==> config.mk <==
export PLATFORM = sky130hd
export DESIGN_NAME = max_unpool
export DESIGN_NICKNAME = d
export VERILOG_FILES = /design/src/rtl/max_unpool_pkg.sv /design/src/rtl/unpool_row_buf.sv /design/src/rtl/max_unpool.sv
export SDC_FILE = /design/constraint.sdc
export NUM_CORES = 1
export LEC_CHECK = 0
export BUFFER_PORTS_ARGS = -buffer_cell sky130_fd_sc_hd__buf_2
export CAP_MARGIN = 30
export CORE_MARGIN = 2
export CORE_UTILIZATION = 38
export CTS_CLUSTER_DIAMETER = 30
export DETAILED_ROUTE_END_ITERATION = 8
export PLACE_DENSITY_LB_ADDON = 0.12
export SYNTH_ARGS = -nofsm -noshare
export SYNTH_HDL_FRONTEND = slang
export SYNTH_SLANG_ARGS = --single-unit
==> constraint.sdc <==
create_clock -name clk -period 3.1 [get_ports clk]
set_clock_uncertainty 0.1 [all_clocks]
set_input_delay 0 -clock clk [delete_from_list [all_inputs] [get_ports clk]]
set_output_delay 0 -clock clk [all_outputs]
set_load 0.02 [all_outputs]
==> src/rtl/max_unpool_pkg.sv <==
// max_unpool_pkg: window positions, sequencer states and buffer entry sizing
package max_unpool_pkg;
  localparam logic [1:0] POS_TL = 2'd0;
  localparam logic [1:0] POS_TR = 2'd1;
  localparam logic [1:0] POS_BL = 2'd2;
  localparam logic [1:0] POS_BR = 2'd3;
  localparam int IDX_W = 2;
  typedef enum logic {TOP, BOT} state_t;
  function automatic int entry_w(input int bitwidth);
    return bitwidth + IDX_W;
  endfunction
endpackage

==> src/rtl/unpool_row_buf.sv <==
// unpool_row_buf: one pooled row of {idx,value} entries, sync write / async read
module unpool_row_buf #(
  parameter int DEPTH = 14,
  parameter int WIDTH = 10,
  parameter int AW = DEPTH > 1 ? $clog2(DEPTH) : 1
) (
  input  logic             clk,
  input  logic             we,
  input  logic [AW-1:0]    waddr,
  input  logic [WIDTH-1:0] wdata,
  input  logic [AW-1:0]    raddr,
  output logic [WIDTH-1:0] rdata
);
  logic [WIDTH-1:0] mem [DEPTH];
  always_ff @(posedge clk)
    if (we) mem[waddr] <= wdata;
  assign rdata = mem[raddr];
endmodule

==> src/rtl/max_unpool.sv <==
// max_unpool: streaming 2x2 max-unpooling, upper row emitted live, lower row replayed from the row buffer
module max_unpool
  import max_unpool_pkg::*;
#(
  parameter int BITWIDTH = 8,
  parameter int IN_WIDTH = 14,
  parameter int IN_HEIGHT = 14
) (
  input  logic                       clk,
  input  logic                       rst_n,
  input  logic                       in_valid,
  output logic                       in_ready,
  input  logic signed [BITWIDTH-1:0] in_data,
  input  logic [1:0]                 in_idx,
  output logic                       out_valid,
  input  logic                       out_ready,
  output logic signed [BITWIDTH-1:0] out_data,
  output logic                       out_last
);
  localparam int EW = entry_w(BITWIDTH);
  localparam int CW = IN_WIDTH > 1 ? $clog2(IN_WIDTH) : 1;
  localparam int RW = IN_HEIGHT > 1 ? $clog2(IN_HEIGHT) : 1;
  localparam logic [CW-1:0] col_last = CW'(IN_WIDTH - 1);
  localparam logic [RW-1:0] row_last = RW'(IN_HEIGHT - 1);
  state_t state;
  logic [CW-1:0] col;
  logic [RW-1:0] row;
  logic phase, slot_free, accept, beat;
  logic [EW-1:0] wreg, rd, src;
  logic [1:0] pos;
  assign slot_free = !out_valid || out_ready;
  assign in_ready = rst_n && state == TOP && !phase && slot_free;
  assign accept = in_valid && in_ready;
  assign beat = slot_free && (state == BOT || phase || in_valid);
  // phase 0 of the upper row uses the incoming element directly for 1-cycle latency
  assign src = state == BOT ? rd : phase ? wreg : {in_idx, in_data};
  assign pos = state == TOP ? (phase ? POS_TR : POS_TL) : (phase ? POS_BR : POS_BL);
  unpool_row_buf #(.DEPTH(IN_WIDTH), .WIDTH(EW), .AW(CW)) u_buf (
    .clk(clk),
    .we(accept),
    .waddr(col),
    .wdata({in_idx, in_data}),
    .raddr(col),
    .rdata(rd)
  );
  always_ff @(posedge clk) begin
    if (!rst_n) begin
      state <= TOP;
      col <= '0;
      row <= '0;
      phase <= 1'b0;
      out_valid <= 1'b0;
      out_data <= '0;
      out_last <= 1'b0;
    end else if (beat) begin
      out_valid <= 1'b1;
      out_data <= src[EW-1 -: 2] == pos ? src[BITWIDTH-1:0] : '0;
      out_last <= state == BOT && phase && col == col_last && row == row_last;
      phase <= !phase;
      if (accept) wreg <= {in_idx, in_data};
      if (phase) begin
        col <= col == col_last ? '0 : col + 1'b1;
        if (col == col_last) begin
          state <= state == TOP ? BOT : TOP;
          if (state == BOT) row <= row == row_last ? '0 : row + 1'b1;
        end
      end
    end else if (out_ready) begin
      out_valid <= 1'b0;
    end
  end
endmodule

-- After elaboration in Yosys (flattened, before gate mapping)
Memory sizes are Yosys's and may differ from the RTL's. A register that Yosys moved wholly into a read port is not among the register bits.
Cells that the tools add are included.
- input port bits: 14
- bits in registers: 30
- logic and storage cells: 48
- output and inout bits: 11
- memories kept: 1
- memory bits (writable): 140
- memory list (name ; words ; bits a word ; rd ports ; clocked after memory_dff ; write ports ; line ; text):
    u_buf.mem ; 14 ; 10 ; 1 ; 1 ; 1 ; unpool_row_buf.sv:14 ; logic [WIDTH-1:0] mem [DEPTH];
- muxes and demuxes: 15
- bitwise logic cells: 1
- equal/unequal tests: 3
- $add $sub $neg: 2
- reduce and logical (&&, ||, !) cells: 18
- operators with widths (operator ; count):
    $mux 10 ; 2
    $mux 4 ; 4
    $add 4x1->4 const B ; 2
    $eq 4x4->1 const B ; 2
    $logic_and 1x1->1 ; 8
    $mux 8 ; 1
    $mux 1 ; 7
    $reduce_and 3->1 ; 2
    $reduce_and 4->1 ; 1
    $logic_or 1x1->1 ; 3
    $eq 2x2->1 ; 1
    $logic_not 1->1 ; 2
    $mux 2 ; 1
    $reduce_and 2->1 ; 1
    $reduce_bool 2->1 ; 1
    $not 1->1 ; 1

-- Depth between registers and ports, before layout
- word-level depth: 7
- mapped depth: 8
- mapped depth without buffers: 5

-- Cells and area by module
From an unflattened synthesis, not the netlist that was laid out.
- cells, all modules: 380
- area total of the unflattened synthesis: 6731.5 um2
- by module, submodules not included (module ; area an instance (um2) ; sequential area each (um2) ; cells each ; times used):
    unpool_row_buf ; 5382.7 ; 4204.0 ; 244 ; 1
    max_unpool ; 1348.8 ; 700.7 ; 136 ; 1

-- Least setup slack after synthesis
Ideal clock, no wire load.
- path type: flip-flop to flip-flop
- start point: register phase
- end point: memory u_buf.mem[4][0] (enable)
- arrival time: 1960 ps
- path buffers: 1
- stages on the path, launching flop included: 7
- data required time: 2610 ps
- setup time: 390 ps
- clock period less this slack: 2450 ps
- setup slack: 650 ps
- path through: dfxtp_1 buf_2 nor2_1 nand4_1 inv_1 nand3b_1 nor3_1
- cells in the longest elaborated chain, start to end: 6
- ends and longest elaborated chain (what ; line ; text):
    start: declaration ; max_unpool.sv:28 ; logic phase, slot_free, accept, beat;
    start signal: assignment ; max_unpool.sv:59 ; phase <= !phase;
    $logic_not 1->1 ; max_unpool.sv:32 ; assign in_ready = rst_n && state == TOP && !phase && slot_free;
    $logic_and 1x1->1 (2 in a row) ; max_unpool.sv:32 ;
    $logic_and 1x1->1 ; max_unpool.sv:33 ; assign accept = in_valid && in_ready;
    $mux 1 ; unpool_row_buf.sv:16 ; if (we) mem[waddr] <= wdata;
    $mux 1 (implied by the code) ; unpool_row_buf.sv:16 ;
    end: declaration ; unpool_row_buf.sv:14 ;
No other way between the ends.

-- Final worst setup path
- start point: register out_valid
- end point: memory u_buf.mem[4][1] (enable)
- cells in the longest elaborated chain, start to end: 6
- ends and longest elaborated chain (what ; line ; text):
    start: declaration ; max_unpool.sv:15 ; output logic out_valid,
    start signal: assignment ; max_unpool.sv:52 ; out_valid <= 1'b0;
    start signal: assignment ; max_unpool.sv:56 ; out_valid <= 1'b1;
    start signal: assignment ; max_unpool.sv:69 ; out_valid <= 1'b0;
    $logic_not 1->1 ; max_unpool.sv:31 ; assign slot_free = !out_valid || out_ready;
    $logic_or 1x1->1 ; max_unpool.sv:31 ;
    $logic_and 1x1->1 ; max_unpool.sv:32 ;
    $logic_and 1x1->1 ; max_unpool.sv:33 ;
    $mux 1 ; unpool_row_buf.sv:16 ;
    $mux 1 (implied by the code) ; unpool_row_buf.sv:16 ;
No other way between the ends.

==> run summary <==
outcome: complete, no violations
Tcrit/Tclk final: 78.9%
pin count of the biggest net entering global routing: 24
top cells by count, synth: edfxtp_1, mux2i_1, nand2_1
Max-Cap Viols: 0
Slew HR: 48.7%
Hold Violations, Final: 0
drt pass-1 iters: 4
Synth Area in Simple Gates: 6.36%
fraction of layout cells with a size suffix above 1: 23.4%
FF/Latch Area: 4990 um^2
post-DR vias/cell: 5.27
Worst Path Required: 3.13 ns
RSZ-0062 raised after global routing: false
GP Congestion: 0.769
Seq/Total Area, Yosys: 72.4%
port bufs: 24
Syn Nets: 420
CTS Buf Count: 17
Crit path arrival time: 2.47 ns
full die area: 19200 um^2
post-layout power: 4.86 mW
top cells by area, synth: edfxtp_1, dfxtp_1, mux4_2, mux2i_1, nand2_1
EDFF count, synth: 150
largest family of logic cells by synthesized area: multiplexers
Synth-to-Final Area Change: 17.5%
cts repair resizes: 0
synth warn: 0
crit path kind: flop to flop
number of antenna violations at the first check in global routing: 0
FP Rows: 49
Hold Path Stages: 2
Lkg Pwr: 2.58 nW
I/O pin count: 25
Initial Util: 38.6%
Slowest cell on crit path: inv_1
Post-synth ARST share: 0%
#FFs+latches synth: 174
Iter 0 DRT Violations: 234
H-tree Lvls: 4
Compound-Gate Fraction of Synth Area: 6.14%
final setup fails: 0
CP peak stage delay: 0.48 ns
adder-cell share of the synthesized area: 0%
gr usage total: 16.2%
mux contribution to synthesized area: 12.6%
total negative setup slack: 0 ns
Unique masters post-synth: 45
mapped cell area: 6880 um^2
area of the multi-input gates: 1790 um^2
layout filler cell count: 1546
crit path launch type: flop
Worst setup EP type: flop
mean post-synth cell area: 17.0 um^2
first-pass GRT wire length: 22800 um
CP Cell Sequence: nand2b_1, nand4_1, inv_1, nand3b_1, nor3_1, buf_4
post-DP HPWL: 9550 um
Fmax: 0.409 GHz
Die Span Y: 139 um
post-synth top area share: 65.4%
XOR/XNOR share of the synthesized area: 0.745%
Final min period: 2.44 ns
worst hold-check path type: flop to flop
pwr/cell area: 601 nW/um^2
Die X: 139 um
Final ANT Viol Nets: 0
routed wire length: 14800 um
DR WL/cell: 20.8 um
CTS tree: yes
clock root cell: clkbuf_16
ant diodes: 0
Primary FF master, synth: edfxtp_1
worst-case clock buffer depth: 2
Pins Over Slew Limit: 0
Post-Syn Instances: 406
worst-path maximum fanout: 11
fin nets: 483
total number of vias: 3750
R2R depth: 6
CTS clk-pin slew, worst paths: 0.07 ns
core area: 17800 um^2
peak supply drop: 0.362 mV
total grt overflow: 0
Clock Latency Late Sink: 0.43 ns
slew at the pin with the worst max-slew slack: 0.766 ns
drc violations: 0
Synth area leader: edfxtp_1
most frequent cell after synthesis: edfxtp_1
vias in the first global route: 3849
Setup Fix Bufs, Post-CTS: 0
CTS Sinks: 174
==> path summary, 6_finish.rpt <==
| check | start | to | slack [ns] |
|---|---|---|---|
| setup / recovery | out_valid | u_buf.mem[4][1] | 0.66 |
| hold / removal | out_data[3] | out_data[3] | 0.35 |
| setup reg to reg | out_valid | u_buf.mem[4][1] | 0.66 |
| hold reg to reg | out_data[3] | out_data[3] | 0.35 |
==> power breakdown <==
group          switching, mW  internal (mW)
sequential            0.0217           2.56
combinational          0.134          0.100
clock                  0.971           1.07
==> cells by family (layout without fill, tap and decap cells) <==
kind of cell,count (synthesis),in the layout
compound gates,54,54
xor+xnor,5,5
buf+inv,23,99
flops,174,174
mux,61,61
simple gates,89,89
==> flip-flops by register name (all words and copies together), names as in the netlist, named ones only <==
register / cells
u_buf.mem: 140
wreg: 10
out_data: 8
col: 4
row: 4
out_last: 1
out_valid: 1
phase: 1
state: 1
==> through the flow <==
stage	hold WS, ns	utilization (%)	instances	setup WS (ns)	cell area, um^2
floorplan	-0.00113	-	406	0.650	6880
global placement	0.280	41.4	665	0.640	7380
detailed placement	0.279	41.4	665	0.625	7380
CTS	0.353	45.3	711	0.602	8090
global route	0.368	45.3	711	0.479	8090
finish	0.349	45.3	711	0.655	8090
==> area by class of cell <==
type                       instances  area share [%]
sequential                       174            61.7
multi-input combinational        209            22.1
timing repair buffer              63            5.54
clock buffer                      17            5.26
tap                              229            3.54
clock inverter                    15            1.73
inverter                           4           0.186
==> cells in the final DEF, fill, tap and decap left out, types with 2 or more instances in the layout <==
cell type and instances:
inv_6 3, nand3_1 3, nor2b_1 4, nor3_1 7
and3_1 2, o21ai_1 8, inv_1 4, a22oi_1 9
dlygate4sd3_1 14, buf_2 24, nand2_1 28, a21oi_1 3
nand2b_1 4, mux2i_1 36, a32o_1 8, o21ai_0 5
nor2_1 25, a21boi_0 6, mux2_2 5, clkbuf_16 17
dfxtp_1 22, edfxtp_1 150, a211oi_1 8, dfxtp_2 2
nand4b_1 3, xor2_1 3, and2_1 3, clkinvlp_4 3
mux4_2 20, inv_8 7, nand3b_1 3, buf_4 25
==> routing by layer <==
layer | wire, um | part of all wire [%] | GRT usage (%) | vias up
met5 | 0 | 0 | 0 | -
met4 | 131 | 0.88 | 4.83 | 0
met3 | 459 | 3.1 | 3.97 | 11
met2 | 7370 | 50 | 26.9 | 63
met1 | 6850 | 46 | 21.3 | 1947
li1 | - | - | - | 1729
==> worst max-delay path, delay by kind of cell, from the launching register on <==
family | cells | cell delay [ns]
simple gates | 4 | 0.95
flops | 1 | 0.32
buf+inv | 2 | 0.75
==> what timing repair did <==
action                     4_1_cts  5_1_grt
setup endpoints to repair        0        0
hold buffers                    14        0
hold endpoints to repair       166        0
Note: power is estimated with default switching activity, not from simulation.
